**src/rtl/exception_arbiter.sv**
```systemverilog
// WB-stage precise exception / interrupt arbiter.
// Drives CP0 side-effects, pipeline flush and PC redirect.
module exception_arbiter #(
  parameter int          HW_INT_N     = 6,
  parameter int          SW_INT_N     = 2,
  parameter int          SYNC_STAGES  = 2,
  parameter int          FLUSH_CYCLES = 2,
  parameter logic [31:0] EXC_VECTOR   = 32'hBFC00380
) (
  input  logic                clk,
  input  logic                resetn,
  input  logic                wb_valid,
  input  logic [31:0]         wb_pc,
  input  logic                wb_in_ds,
  input  logic [31:0]         wb_mem_addr,
  input  logic                exc_adel_if,
  input  logic                exc_ri,
  input  logic                exc_ov,
  input  logic                exc_sys,
  input  logic                exc_bp,
  input  logic                exc_adel_ld,
  input  logic                exc_ades,
  input  logic                eret,
  input  logic [HW_INT_N-1:0] hw_int,
  input  logic [SW_INT_N-1:0] sw_int,
  input  logic                status_ie,
  input  logic                status_exl,
  input  logic [7:0]          status_im,
  input  logic [31:0]         cp0_epc,
  output logic                flush,
  output logic                redirect_valid,
  output logic [31:0]         redirect_pc,
  output logic                cp0_exc_we,
  output logic [31:0]         epc_out,
  output logic                bd_out,
  output logic [4:0]          exccode_out,
  output logic                badvaddr_we,
  output logic [31:0]         badvaddr_out,
  output logic                exl_clr,
  output logic [HW_INT_N-1:0] cause_ip_hw
);

  localparam int IP_W = HW_INT_N + SW_INT_N;
  localparam int CW   = (FLUSH_CYCLES > 1) ? $clog2(FLUSH_CYCLES) : 1;
  localparam logic [CW-1:0] CNT_INIT = CW'(FLUSH_CYCLES - 1);

  typedef enum logic {
    IDLE,
    FLUSH
  } state_t;

  state_t             state;
  logic [CW-1:0]      cnt;
  logic [HW_INT_N-1:0] sync_q [SYNC_STAGES];

  logic [IP_W-1:0] ip_all;
  logic            int_p;
  logic            exc_any;
  logic            take;
  logic            do_eret;
  logic [4:0]      code;
  logic            addr_err;
  logic            bva_pc;

  // Metastability chain on every external interrupt line
  always_ff @(posedge clk or negedge resetn) begin
    if (!resetn) begin
      for (int i = 0; i < SYNC_STAGES; i++)
        sync_q[i] <= '0;
    end else begin
      sync_q[0] <= hw_int;
      for (int i = 1; i < SYNC_STAGES; i++)
        sync_q[i] <= sync_q[i-1];
    end
  end

  assign cause_ip_hw = sync_q[SYNC_STAGES-1];

  assign ip_all  = {cause_ip_hw, sw_int};
  assign int_p   = (|(ip_all & status_im[IP_W-1:0]))
                 & status_ie & !status_exl;
  assign exc_any = exc_adel_if | exc_ri | exc_ov | exc_sys
                 | exc_bp | exc_adel_ld | exc_ades;
  assign take    = (state == IDLE) & wb_valid & (int_p | exc_any);
  assign do_eret = (state == IDLE) & wb_valid & eret & !take;

  always_comb begin
    code     = 5'h00;
    addr_err = 1'b0;
    bva_pc   = 1'b0;
    priority case (1'b1)
      int_p:       code = 5'h00;
      exc_adel_if: begin
        code     = 5'h04;
        addr_err = 1'b1;
        bva_pc   = 1'b1;
      end
      exc_ri:      code = 5'h0A;
      exc_ov:      code = 5'h0C;
      exc_sys:     code = 5'h08;
      exc_bp:      code = 5'h09;
      exc_adel_ld: begin
        code     = 5'h04;
        addr_err = 1'b1;
      end
      exc_ades:    begin
        code     = 5'h05;
        addr_err = 1'b1;
      end
      default:     code = 5'h00;
    endcase
  end

  always_ff @(posedge clk or negedge resetn) begin
    if (!resetn) begin
      state          <= IDLE;
      cnt            <= '0;
      flush          <= 1'b0;
      redirect_valid <= 1'b0;
      redirect_pc    <= '0;
      cp0_exc_we     <= 1'b0;
      epc_out        <= '0;
      bd_out         <= 1'b0;
      exccode_out    <= '0;
      badvaddr_we    <= 1'b0;
      badvaddr_out   <= '0;
      exl_clr        <= 1'b0;
    end else begin
      redirect_valid <= 1'b0;
      cp0_exc_we     <= 1'b0;
      badvaddr_we    <= 1'b0;
      exl_clr        <= 1'b0;
      unique case (state)
        IDLE: begin
          if (take) begin
            epc_out        <= wb_in_ds ? wb_pc - 32'd4 : wb_pc;
            bd_out         <= wb_in_ds;
            exccode_out    <= code;
            badvaddr_out   <= bva_pc ? wb_pc : wb_mem_addr;
            badvaddr_we    <= addr_err;
            cp0_exc_we     <= 1'b1;
            redirect_valid <= 1'b1;
            redirect_pc    <= EXC_VECTOR;
            flush          <= 1'b1;
            cnt            <= CNT_INIT;
            state          <= FLUSH;
          end else if (do_eret) begin
            exl_clr        <= 1'b1;
            redirect_valid <= 1'b1;
            redirect_pc    <= cp0_epc;
            flush          <= 1'b1;
            cnt            <= CNT_INIT;
            state          <= FLUSH;
          end
        end
        FLUSH: begin
          if (cnt == '0) begin
            flush <= 1'b0;
            state <= IDLE;
          end else begin
            cnt <= cnt - 1'b1;
          end
        end
        default: state <= IDLE;
      endcase
    end
  end

endmodule

```
**config.mk**
```make
export PLATFORM = sky130hd
export DESIGN_NAME = exception_arbiter
export DESIGN_NICKNAME = d
export VERILOG_FILES = /design/src/rtl/exception_arbiter.sv
export SDC_FILE = /design/constraint.sdc
export NUM_CORES = 1
export LEC_CHECK = 0
export CAP_MARGIN = 5
export CELL_PAD_IN_SITES_DETAIL_PLACEMENT = 1
export CELL_PAD_IN_SITES_GLOBAL_PLACEMENT = 2
export CORE_MARGIN = 1.5
export CORE_UTILIZATION = 23
export CTS_BUF_LIST = sky130_fd_sc_hd__clkbuf_16
export DETAILED_ROUTE_END_ITERATION = 8
export GPL_TIMING_DRIVEN = 0
export PLACE_DENSITY = 0.75
export RECOVER_POWER = 50
export SKIP_CTS_REPAIR_TIMING = 1
export SLEW_MARGIN = 20
export SYNTH_ARGS = -nofsm -noshare
export SYNTH_HDL_FRONTEND = slang
export SYNTH_SLANG_ARGS = --single-unit
```
**constraint.sdc**
```tcl
create_clock -name clk -period 2.1 [get_ports clk]
set_input_delay 0.21 -clock clk [delete_from_list [all_inputs] [get_ports clk]]
set_output_delay 0.21 -clock clk [all_outputs]
set_load 0.02 [all_outputs]
```
==> results_dict.tcl <==
set metrics [dict create \
    fmax_mhz 475 \
    hold_viol 0 \
    root_buffer "clkbuf_16" \
    antenna_left 0 \
    nets 974 \
    area_growth_pct 71.5 \
    vdd_drop_max_mv 0.541 \
    syn_nets 706 \
    antenna_found_initial 4 \
    synth_area_um2 5800 \
    routed_via_density 4.92 \
    clkTransAtPathRegs_ns 0.06 \
    reg2reg_depth 7 \
    synth-seq-cells 120 \
    grt_use_met3 0.0651 \
    htreeDepth 4 \
    tightest_slew_ns 1.34 \
    power.leakage_nw 3.81 \
    yosysSeqAreaShare 0.518 \
    routed-via-count 5828 \
    worstSkewPairLatency_ns 0.41 \
    place_area_um2 8600 \
    crit_path_top_delay_cell "o41a_1" \
    synth_top_family_by_area "compound AO/OA/AOI/OAI gates" \
    regToRegSetupSlack_ns -0.006 \
    globalRoute.totalOverflow 0 \
    fin_crit_sh 1.00 \
    cts_buffer_depth 2 \
    grt_util_met2 0.309 \
    drc_errors 0 \
    hold_class "primary input to register" \
    critPathMaxFanout 6 \
    synth_edf_count 0 \
    holdPathStages 3 \
    gp_congestion 0.773 \
    io_buffer_count 235 \
    reg2reg_from "cause_ip_hw[0]" \
    yosysWarnings 0 \
    critPathMaxStageDelay_ns 0.49 \
    setup_viol_count_final 2 \
    violations "negative setup slack" \
    io_pins 239 \
    status "finished with violations" \
    slew_headroom 0.108 \
    rsz0062_at_grt "true" \
    path_cells "a22o_1 -> o41a_1 -> a21oi_4 -> buf_12 -> inv_8 -> clkbuf_16 -> mux2_4" \
    fin_ws_ns -0.00628 \
    cts_buffers 17 \
    coreArea_um2 24500 \
    wl_um 25200 \
    grt_pass1_wl_um 37400 \
    synth_compound_area_frac 0.198 \
    clock_skew_ns 0.00693 \
    cap_violations 0 \
    endpoint_kind "register" \
    powerDensity_nw_per_um2 1320 \
    arrival_ns 2.41 \
    ys_types 48 \
    synthMuxAreaShare 0.0453 \
    hold_path_end "badvaddr_out[31]" \
    drive_gt1_frac 0.203 \
    grt_pass1_vias 6152 \
    dp_hpwl_um 18100 \
    die-area_um2 26200 \
    cts_tree "built" \
    cp.required_ns 2.40 \
    cts_sinks 120 \
    synth_fa_ha_area_frac 0.00216 \
    worstHoldStart "exc_adel_if" \
    worstSetupPathType "register to register" \
    start_kind "register" \
    grt_max_degree 74 \
    die_h_um 162 \
    die_w_um 162 \
    synthXorXnorAreaFrac 0.0226 \
    async_reset_ff_frac 1.00 \
    netlist_instances 579 \
    wl_per_cell_um 21.3 \
    fin_crit_ns 2.11 \
    globalRouteTotalUtil 0.190 \
    use_met1 0.246 \
    crit_family "compound AO/OA/AOI/OAI gates" \
    top_usage_layer "met2" \
    drv_slew 0 \
    rows 57 \
    final_core_util 0.406 \
    fin_area_um2 9950 \
    synth_ff_type "dfrtp_1" \
    yosys.area_share.simple 0.161 \
    path_buf_inv 3 \
    first_pass_iters 4 \
    syn_area_per_cell_um2 10.0 \
    rr_endpoint "epc_out[5]" \
    start_util 0.236 \
    detail_route.iter0.violations 234 \
]
==> flip-flops by register name, summed over array words and instances, names as in the netlist <==
signal / cells
redirect_valid: 1
exl_clr: 1
epc_out: 32
redirect_pc: 32
state: 1
badvaddr_out: 32
flush: 1
sync_q: 6
cp0_exc_we: 1
bd_out: 1
cnt: 1
exccode_out: 4
badvaddr_we: 1
cause_ip_hw: 6
==> worst register-to-register path: cells and delay by family (launching register included) <==
family                 cells  cell delay, ns
AOI/OAI and AO/OA          3            0.93
DFF                        1            0.38
buffers and inverters      3            0.37
muxes                      1            0.30
==> metrics by stage <==
stage | hold slack [ns] | setup WS (ns) | setup TNS [ns] | cells | total power [W]
floorplan | -0.0856 | 0.0941 | 0 | 579 | 0.00646
global placement | 0.332 | -4.44 | -613.77 | 1138 | 0.00936
detailed placement | 0.146 | -0.909 | -86.23 | 1139 | 0.00942
CTS | -0.301 | -0.582 | -45.61 | 1171 | 0.0126
global route | 0.244 | -0.0616 | -1.53 | 1184 | 0.0139
finish | 0.230 | -0.00628 | -0.00810 | 1185 | 0.0132
==> where the power goes <==
group / total [W] / internal, W / switching (W)
Clock: 0.00305 / 0.00187 / 0.00118
Sequential: 0.00388 / 0.00325 / 0.000632
Combinational: 0.00625 / 0.00301 / 0.00324
==> worst max-delay path by stage <==
stage                   startpoint               end  cells after the start
floorplan           cause_ip_hw[0]       epc_out[10]                      6
global placement            resetn  badvaddr_out[10]                      1
detailed placement          exc_ri  badvaddr_out[26]                      8
CTS                          state  badvaddr_out[26]                      6
global route        cause_ip_hw[0]  badvaddr_out[16]                      8
finish              cause_ip_hw[0]        epc_out[5]                      7
==> synthesized netlist by cell type, types with 2 or more instances <==
cell	n	area, um^2
nand3_1	48	240
a21oi_1	25	125
clkbuf_1	37	139
buf_4	7	52.6
dfrtp_1	120	3000
mux2_1	5	56.3
a22o_1	5	43.8
a31oi_1	46	288
nor2_1	5	18.8
or4_1	10	75.1
a211oi_1	46	345
inv_1	6	22.5
xor2_1	3	26.3
xnor2_1	12	105
o31ai_1	8	60.1
or3_1	8	50.1
nor4_1	2	12.5
nand2_1	71	267
o21ai_0	41	205
mux2_2	5	56.3
buf_2	10	50.1
buf_6	3	33.8
or2_2	3	18.8
or3_2	2	15.0
nor4_2	2	25.0
mux2_4	10	150
nor2b_1	3	18.8
nand4b_1	2	17.5
nand4_1	7	43.8
o32a_1	2	20.0
nor3_1	8	40.0
==> cells by family after synthesis <==
| kind of cell | count (synthesis) |
|---|---|
| compound gates | 178 |
| mux | 20 |
| other cells | 1 |
| simple gates | 179 |
| fa+ha+maj | 1 |
| flops | 120 |
| buf+inv | 65 |
| xor+xnor | 15 |
==> routing by layer <==
metal	vias up	share of wire
met5	-	0.00040
met4	2	0.0069
met3	18	0.082
met2	195	0.47
met1	2933	0.44
li1	2680	-
==> cell usage in the layout (no fill, tap or decap), types with 4 or more instances in the layout <==
master	count
clkbuf_16	19
a211oi_4	6
xnor2_1	12
or3_1	8
nor3_1	7
buf_2	5
buf_12	6
o21ai_2	6
a211oi_1	20
o21ai_1	15
clkdlybuf4s50_1	208
nand3_1	48
dfrtp_1	120
buf_4	24
buf_6	5
mux2_4	15
clkbuf_2	11
o31ai_1	8
dlygate4sd3_1	26
nand4_1	7
a31oi_2	6
or4_1	10
a21oi_1	20
a211oi_2	20
a21oi_2	4
nand2_1	71
mux2_2	5
clkbuf_1	15
a22o_1	5
a31oi_1	31
a31oi_4	9
o21ai_0	20
inv_1	6
nor2_1	5
==> cell type report <==
| cell class | instances | area, um^2 |
|---|---|---|
| Antenna cell | 1 | 2.50 |
| Timing Repair Buffer | 251 | 2550 |
| Inverter | 7 | 33.8 |
| Multi-Input combinational cell | 394 | 2960 |
| Clock inverter | 15 | 175 |
| Fill cell | 2737 | 14600 |
| Buffer | 56 | 395 |
| Sequential cell | 120 | 3000 |
| Tap cell | 324 | 405 |
| Clock buffer | 17 | 425 |
Power figures use the tool's default switching activity.
